File: src/rtl/branch_resolve_if.sv
// Decode-stage branch resolution bus: opcode strobes, operands and compare flags in, registered taken flag and target out.
// Strobes are level-qualified by en_n only; there is no valid/ready handshake on this bus.
interface branch_resolve_if;
  logic        en_n;
  logic [31:0] pc;
  logic [31:0] qa;
  logic [31:0] imm;
  logic [2:0]  funct3;
  logic        branch_n;
  logic        jal_n;
  logic        jalr_n;
  logic        is_zero;
  logic        is_lt;
  logic        is_ltu;
  logic        brh;
  logic [31:0] brh_addr;

  modport master (
    output en_n, pc, qa, imm, funct3, branch_n, jal_n, jalr_n,
           is_zero, is_lt, is_ltu,
    input  brh, brh_addr
  );

  modport slave (
    input  en_n, pc, qa, imm, funct3, branch_n, jal_n, jalr_n,
           is_zero, is_lt, is_ltu,
    output brh, brh_addr
  );
endinterface

File: src/rtl/branch_resolve_unit.sv
// Branch/jump resolution: base+imm target adder, active-low funct3 decode vs compare flags, falling-edge output register.
// Optional macro BRH_LSB_CLEAR_EN forces bit 0 of the registered target to zero.
module branch_resolve_unit (
  input  logic              clk,
  input  logic              rst,
  branch_resolve_if.slave   bus
);

  logic [7:0]  dec;
  logic        flag;
  logic [31:0] base;
  logic [31:0] sum;
  logic [31:0] target;
  logic        unused_dec;

  // Active-low 3-to-8 decode, only live for conditional-branch opcodes.
  always_comb begin
    dec = 8'hFF;
    if (!bus.branch_n) dec[bus.funct3] = 1'b0;
  end

  // funct3 010/011 have no compare term, so those decodes never pull the flag low.
  assign unused_dec = ^dec[3:2];

  assign flag = bus.jal_n & bus.jalr_n
              & (dec[0] |  bus.is_zero) & (dec[1] | ~bus.is_zero)
              & (dec[4] |  bus.is_lt)   & (dec[5] | ~bus.is_lt)
              & (dec[6] |  bus.is_ltu)  & (dec[7] | ~bus.is_ltu);

  assign base = bus.jalr_n ? bus.pc : bus.qa;
  assign sum  = base + bus.imm;

`ifdef BRH_LSB_CLEAR_EN
  assign target = {sum[31:1], 1'b0};
`else
  assign target = sum;
`endif

  // 74x377-style register: loads on the falling edge when en_n is low.
  always_ff @(negedge clk or posedge rst) begin
    if (rst) begin
      bus.brh      <= 1'b1;
      bus.brh_addr <= 32'h0000_0000;
    end else if (!bus.en_n) begin
      bus.brh      <= flag;
      bus.brh_addr <= target;
    end
  end

endmodule

File: src/flat_wrapper.sv
// flat-port wrapper written by rule: the top's interface ports become plain ports
module branch_resolve_unit_flat 
  (clk, rst, bus_en_n, bus_pc, bus_qa, bus_imm, bus_funct3, bus_branch_n, bus_jal_n, bus_jalr_n, bus_is_zero, bus_is_lt, bus_is_ltu, bus_brh, bus_brh_addr);
  branch_resolve_if bus_i ();
  input  logic clk;
  input  logic rst;
  input wire logic [$bits(bus_i.en_n)-1:0] bus_en_n;
  input wire logic [$bits(bus_i.pc)-1:0] bus_pc;
  input wire logic [$bits(bus_i.qa)-1:0] bus_qa;
  input wire logic [$bits(bus_i.imm)-1:0] bus_imm;
  input wire logic [$bits(bus_i.funct3)-1:0] bus_funct3;
  input wire logic [$bits(bus_i.branch_n)-1:0] bus_branch_n;
  input wire logic [$bits(bus_i.jal_n)-1:0] bus_jal_n;
  input wire logic [$bits(bus_i.jalr_n)-1:0] bus_jalr_n;
  input wire logic [$bits(bus_i.is_zero)-1:0] bus_is_zero;
  input wire logic [$bits(bus_i.is_lt)-1:0] bus_is_lt;
  input wire logic [$bits(bus_i.is_ltu)-1:0] bus_is_ltu;
  output wire logic [$bits(bus_i.brh)-1:0] bus_brh;
  output wire logic [$bits(bus_i.brh_addr)-1:0] bus_brh_addr;
  assign bus_i.en_n = bus_en_n;
  assign bus_i.pc = bus_pc;
  assign bus_i.qa = bus_qa;
  assign bus_i.imm = bus_imm;
  assign bus_i.funct3 = bus_funct3;
  assign bus_i.branch_n = bus_branch_n;
  assign bus_i.jal_n = bus_jal_n;
  assign bus_i.jalr_n = bus_jalr_n;
  assign bus_i.is_zero = bus_is_zero;
  assign bus_i.is_lt = bus_is_lt;
  assign bus_i.is_ltu = bus_is_ltu;
  assign bus_brh = bus_i.brh;
  assign bus_brh_addr = bus_i.brh_addr;
  branch_resolve_unit u_core (.clk(clk), .rst(rst), .bus(bus_i));
endmodule
File: config.mk
export PLATFORM = sky130hd
export DESIGN_NAME = branch_resolve_unit_flat
export DESIGN_NICKNAME = d
export VERILOG_FILES = /design/src/rtl/branch_resolve_if.sv /design/src/rtl/branch_resolve_unit.sv /design/src/flat_wrapper.sv
export SDC_FILE = /design/constraint.sdc
export NUM_CORES = 1
export LEC_CHECK = 0
export BUFFER_PORTS_ARGS = -buffer_cell sky130_fd_sc_hd__buf_4
export CAP_MARGIN = 40
export CORE_ASPECT_RATIO = 0.8
export CORE_MARGIN = 10
export CORE_UTILIZATION = 40
export CTS_BUF_LIST = sky130_fd_sc_hd__clkbuf_4 sky130_fd_sc_hd__clkbuf_8
export DETAILED_ROUTE_END_ITERATION = 10
export PLACE_DENSITY_LB_ADDON = 0.08
export SYNTH_ARGS = -nofsm -noshare
export SYNTH_HDL_FRONTEND = slang
export SYNTH_SLANG_ARGS = --single-unit
File: constraint.sdc
create_clock -name clk -period 2.2 [get_ports clk]
set_input_delay 0.22 -clock clk [delete_from_list [all_inputs] [get_ports clk]]
set_output_delay 0.22 -clock clk [all_outputs]
set_load 0.02 [all_outputs]
==> results of run 1 <==
## report_power, final
part	switching [mW]	internal [mW]	leakage, nW
Combinational	1.16	1.32	2.62
Sequential	0.109	0.763	0.395
Clock	0.242	0.217	0.0544
## final timing paths
kind                       slack [ns]                 endpoint                    start  cells past startpoint
min in group asynchronous        0.85  u_core.bus.brh_addr[23]                      rst                      2
hold reg to reg                  0.45   u_core.bus.brh_addr[2]   u_core.bus.brh_addr[2]                      2
setup / recovery                -1.47  u_core.bus.brh_addr[26]               bus_jalr_n                     11
hold / removal                   0.45   u_core.bus.brh_addr[2]   u_core.bus.brh_addr[2]                      2
setup reg to reg                 1.29  u_core.bus.brh_addr[26]  u_core.bus.brh_addr[26]                      2
max in group asynchronous        0.90  u_core.bus.brh_addr[14]                      rst                      3
## critical path: stages
cell	delay (ns)
sky130_fd_sc_hd__buf_12	0.11
sky130_fd_sc_hd__mux2_4	0.30
sky130_fd_sc_hd__ha_4	0.17
sky130_fd_sc_hd__fa_2	0.35
sky130_fd_sc_hd__a21o_1	0.21
sky130_fd_sc_hd__a221o_2	0.42
sky130_fd_sc_hd__a21oi_4	0.25
sky130_fd_sc_hd__o31a_4	0.19
sky130_fd_sc_hd__a31oi_4	0.08
sky130_fd_sc_hd__xor2_1	0.15
sky130_fd_sc_hd__mux2_4	0.25
## per-layer routing
metal | GRT usage | vias up
met3 | 0.0400 | 24
met4 | 0.0335 | 0
li1 | - | 2022
met1 | 0.273 | 2040
met2 | 0.371 | 167
met5 | 0 | -
## timing repair
action                                  in CTS  in global routing
pin swaps                                   29                 39
endpoints found under the setup margin      38                 51
endpoints found under the hold margin        0                  0
cloned                                       0                  0
resized for setup                          100                 67
setup buffers                               19                 15
## layout by cell type (no fill, tap or decap), drive strengths merged, types with 5 or more instances in the layout
cell,count
a211oi,7
a21o,9
o21a,7
mux2,35
nor2,14
nand2,56
xor2,10
buf,285
xnor2,18
nand4,6
dfrtn,32
o211ai,5
ha,31
nor3,6
clkbuf,5
o21ai,45
inv,12
a21oi,34
## area by class of cell
class | instances | area share
clock buffer | 5 | 0.0104
sequential | 33 | 0.125
clock inverter | 4 | 0.00265
timing repair buffer | 285 | 0.353
tap | 108 | 0.0205
inverter | 11 | 0.00626
multi-input combinational | 334 | 0.482
## sequential cells by signal (all words and copies together) (netlist names)
register / flops
u_core.bus.brh: 1
u_core.bus.brh_addr: 32
## cell families (layout without fill, tap and decap cells)
group,Yosys count,after routing,share of synthesized area
DFF,33,33,0.247
muxes,37,37,0.124
adders and majority gates,32,32,0.122
AOI/OAI and AO/OA,137,137,0.263
buffers and inverters,31,305,0.0367
and+or+nand+nor,100,100,0.134
xor gates and xnor gates,28,28,0.0734
==> flow_metrics.tcl, run 1 <==
set metrics [dict create \
    outcome "finished with violations" \
    failed_checks "setup timing" \
    cts.htree.levels 2 \
    wl_met1_mm 6.21 \
    port_buffer_count 140 \
    globalRouteTotalUtil 0.213 \
    placed_cells 739 \
    grt_pass1_vias 4254 \
    syn-mean-instance-area_um2 8.40 \
    gp_routability_congestion 0.974 \
    synth_seq_area_share 0.247 \
    number_of_antenna_violations_at_the_first_check_in_global_routing 0 \
    wl_mm 15.0 \
    mappedNetlistNets 538 \
    synth.top_cells.by_area "sky130_fd_sc_hd__dfrtn_1, sky130_fd_sc_hd__mux2_2, sky130_fd_sc_hd__ha_1, sky130_fd_sc_hd__o21ai_0, sky130_fd_sc_hd__nand2_1" \
    dp_hpwl_mm 10.7 \
    ant_nets 0 \
    synth.top_cells.by_count "sky130_fd_sc_hd__nand2_1, sky130_fd_sc_hd__o21ai_0, sky130_fd_sc_hd__mux2_2, sky130_fd_sc_hd__a21oi_1, sky130_fd_sc_hd__dfrtn_1" \
    io_pins 141 \
    clock-sinks 33 \
    fp-row-count 29 \
    clkSlewWorstSetupHoldPaths_ns 0.05 \
    route.top_layer_used "met4" \
    area.growth.synth_to_final_pct 97.4 \
    grt_start_max_net_pins 34 \
    layoutNonFillerInstCount 780 \
    total_power_density_per_cell_area_nw_per_um2 577 \
    coreArea_um2 8020 \
    critical_path.max_fanout 5 \
    clock-skew-final_ns 0 \
    dr_total_vias 4253 \
    seqCellArea_um2 827 \
    peakVddDrop_mv 0.299 \
    routedWlPerCell_um 19.2 \
    clock_tree.buffer_depth 2 \
    drv.max_cap_violation_count 0 \
    rsz0062_at_grt "yes" \
    cts_hold_repair.buffers 0 \
    setup-tns-final_ns -35.52 \
    worst_slew_margin_rel 0.660 \
    cp.arrival_ns 2.71 \
    multi_input_area_um2 3180 \
    capturing_element_type_of_the_critical_path "register" \
    tritoncts "yes" \
    worst-slew-pin-transition_ns 0.510 \
    cts_bufs_inserted 5 \
    post_synth_num_cell_types 56 \
    timing_hold_violations_final 0 \
    async_reset_ff_frac 1.00 \
    filler_instances 492 \
    chipWidth_um 122 \
    floorplan.initialDensity 0.417 \
    wire_length_of_the_first_global_routing_pass_mm 21.8 \
    floorplan.die_area_um2 12400 \
    route.met2.wl_mm 7.69 \
    drt_iter0_drc 324 \
    most_area_hungry_cell_type_in_the_yosys_netlist "sky130_fd_sc_hd__dfrtn_1" \
    ys_dominant_reg_cell "sky130_fd_sc_hd__dfrtn_1" \
    hold-worst-slack_ns 0.453 \
    number_of_enable_type_register_cells_in_the_synthesized_netlist 0 \
    setup_viol 39 \
    yosys.cell_count.top_type "sky130_fd_sc_hd__nand2_1" \
    timing.hold.worst.class "register to register" \
    final_max_slew_viol_count 0 \
    dpl-instance-area_um2 5510 \
    critical_path_class "primary input to register" \
    synth_warnings 0 \
    post-synth-top-area-fraction 0.240 \
    drt_pass1_iterations 5 \
    place_worst_setup_slack_ns -1.82 \
    die_height_um 102 \
    grt_remaining_overflow 0 \
    syn_inst 398 \
    post_synth_instance_area_um2 3340 \
    layout.core_utilization 0.823 \
    fin_area_um2 6600 \
    antenna_cells_inserted 0 \
    clock_latency_ns 0.34 \
    final_critical_path_setup_slack_ns -1.47 \
    setup.worst_path.start_class "primary input" \
    cts_root_buf "sky130_fd_sc_hd__clkbuf_8" \
    met3RoutedLength_um 908 \
    data_required_time_of_the_worst_path_ns 1.24 \
    leakagePower_nw 3.07 \
    share_of_cells_above_drive_strength_1 0.632 \
    finish.net_count 811 \
    post_drt_via_cell_ratio 5.45 \
    design_power_total_mw 3.81 \
    drc 0 \
    synth.ff_latch_count 33 \
]
No activity file was read; power rests on OpenSTA's default activity.
==> inputs of run 2 (changes only) <==
--- a/config.mk
+++ b/config.mk
@@ -7,7 +7,7 @@
 export LEC_CHECK = 0
 export BUFFER_PORTS_ARGS = -buffer_cell sky130_fd_sc_hd__buf_4
 export CAP_MARGIN = 40
-export CORE_ASPECT_RATIO = 0.8
+export CORE_ASPECT_RATIO = 0.7
 export CORE_MARGIN = 10
 export CORE_UTILIZATION = 40
 export CTS_BUF_LIST = sky130_fd_sc_hd__clkbuf_4 sky130_fd_sc_hd__clkbuf_8
==> run 2 against run 1 <==
Net effect: clock skew is the same; largest power group unchanged; the run still ends with setup timing left; critical endpoint unchanged; sequential power hardly changed; non-clock buffer count increased by 13; clock-buffer cell count stayed put.
==> flow_metrics.tcl, run 2 (same netlist as run 1, synthesis figures left out) <==
set metrics [dict create \
    share_of_cells_above_drive_strength_1 0.626 \
    floorplan.die_area_um2 12500 \
    worst-slew-pin-transition_ns 0.354 \
    largestRegisters "u_core.bus.brh_addr (32), u_core.bus.brh (1)" \
    wl_mm 14.2 \
    largest_register "u_core.bus.brh_addr" \
    wire_length_of_the_first_global_routing_pass_mm 21.6 \
    place_worst_setup_slack_ns -1.82 \
    leakagePower_nw 3.11 \
    leading_cell_types_in_the_layout_fill_and_taps_excluded "sky130_fd_sc_hd__buf_4, sky130_fd_sc_hd__nand2_1, sky130_fd_sc_hd__dfrtn_1" \
    tritoncts "yes" \
    io_pins 141 \
    grt_remaining_overflow 0 \
    dr_total_vias 4151 \
    fin_area_um2 6570 \
    clkSlewWorstSetupHoldPaths_ns 0.05 \
    fp-row-count 27 \
    drt_iter0_drc 234 \
    ff2ff_path_depth 2 \
    clock-skew-final_ns 0 \
    grt_pass1_vias 4251 \
    cp.arrival_ns 2.75 \
    port_buffer_count 140 \
    clock_latency_ns 0.34 \
    largest_reg_flops 32 \
    ant_nets 0 \
    dpl-instance-area_um2 5550 \
    timing.rr.end "u_core.bus.brh_addr[26]" \
    setup.worst_path.start_class "primary input" \
    finish.net_count 824 \
    final_critical_path_setup_slack_ns -1.51 \
    floorplan.initialDensity 0.418 \
    chipWidth_um 129 \
    antenna_cells_inserted 0 \
    coreArea_um2 8010 \
    worst_slew_margin_rel 0.763 \
    timing.hold.worst.class "register to register" \
    cts_root_buf "sky130_fd_sc_hd__clkbuf_8" \
    die_height_um 96.5 \
    data_required_time_of_the_worst_path_ns 1.24 \
    outcome "finished with violations" \
    critical_path.max_fanout 5 \
    gp_routability_congestion 0.996 \
    peakVddDrop_mv 0.309 \
    r2r_setup_slack_ns 1.27 \
    cts_bufs_inserted 5 \
    design_power_total_mw 3.75 \
    crit-reg2reg-launch "u_core.bus.brh_addr[26]" \
    cts_hold_repair.buffers 0 \
    area.growth.synth_to_final_pct 96.6 \
    post_drt_via_cell_ratio 5.28 \
    timing_hold_violations_final 0 \
    dp_hpwl_mm 10.8 \
    total_power_density_per_cell_area_nw_per_um2 571 \
    grt_start_max_net_pins 25 \
    rsz0062_at_grt "yes" \
    cts.htree.levels 2 \
    setup_viol 36 \
    routedWlPerCell_um 18.0 \
    critical_path_class "primary input to register" \
    number_of_antenna_violations_at_the_first_check_in_global_routing 0 \
    capturing_element_type_of_the_critical_path "register" \
    worstHoldStart "u_core.bus.brh_addr[8]" \
    drv.max_cap_violation_count 0 \
    clock_tree.buffer_depth 2 \
    failed_checks "setup timing" \
    holdPathEnd "u_core.bus.brh_addr[8]" \
    critPathLaunch "bus_jalr_n" \
    min_delay_path_depth 2 \
    globalRouteTotalUtil 0.213 \
    final_max_slew_viol_count 0 \
    drt_pass1_iterations 5 \
    drc 0 \
    layout.cells.most_common "sky130_fd_sc_hd__buf_4" \
    clock-sinks 33 \
]
run 2: changes by cell type in the layout (fill, tap and decap cells not counted), sizes merged:
cell | before | now
buf | 285 | 298
run 2: worst max-delay path, stage by stage:
cell	delay, ns
sky130_fd_sc_hd__buf_12	0.11
sky130_fd_sc_hd__buf_4	0.13
sky130_fd_sc_hd__mux2_4	0.32
sky130_fd_sc_hd__fa_2	0.37
sky130_fd_sc_hd__a21o_1	0.22
sky130_fd_sc_hd__a221o_2	0.42
sky130_fd_sc_hd__a21oi_4	0.19
sky130_fd_sc_hd__buf_6	0.13
sky130_fd_sc_hd__o31a_4	0.13
sky130_fd_sc_hd__a31oi_1	0.09
sky130_fd_sc_hd__xor2_1	0.16
sky130_fd_sc_hd__mux2_2	0.27
run 2: where the power goes:
part,total [mW],switching [mW],internal [mW]
sequential,0.872,0.109,0.763
clock,0.451,0.234,0.217
combinational,2.43,1.11,1.32
total,3.75,1.45,2.30
run 2: layout make-up:
class / count / area [um^2]
well taps: 101 / 126
clock buffers: 5 / 68.8
clock inverters: 4 / 17.5
multi-input cells: 334 / 3070
repair buffers: 298 / 2420
fillers: 532 / 1440
inverters: 11 / 41.3
flip-flops and latches: 33 / 827
run 2: routing by layer:
metal,share of wire,wire length [um],vias up,track usage
li1,-,-,2041,-
met1,0.46,6480,1961,0.284
met2,0.48,6740,137,0.361
met3,0.059,831,12,0.0392
met4,0.0082,116,0,0.0283
met5,0,0,-,0
run 2: what timing repair did:
| item | CTS | global route |
|---|---|---|
| setup buffers | 26 | 18 |
| resized for setup | 118 | 32 |
| setup endpoints to repair | 41 | 55 |
| pin swaps | 48 | 33 |
| cloned | 1 | 0 |
run 2: metrics by stage:
step,std cells,hold slack [ns],util,TNS (ns)
floorplan,398,0.497,-,-38.06
global placement,737,0.427,0.693,-45.26
detailed placement,737,0.438,0.693,-46.39
finish,786,0.448,0.821,-35.96
global route,786,0.466,0.821,-38.94
CTS,771,0.441,0.797,-34.44
run 2: worst max-delay path by stage:
stage	depth (start not counted)	slack (ns)	endpoint
6_report	12	-1.51	u_core.bus.brh_addr[26]
5_1_grt	12	-1.57	u_core.bus.brh_addr[26]
4_1_cts	11	-1.41	u_core.bus.brh_addr[26]
3_5_place_dp	11	-1.82	u_core.bus.brh_addr[26]
3_3_place_gp	12	-1.80	u_core.bus.brh_addr[26]
2_1_floorplan	11	-1.69	u_core.bus.brh_addr[26]
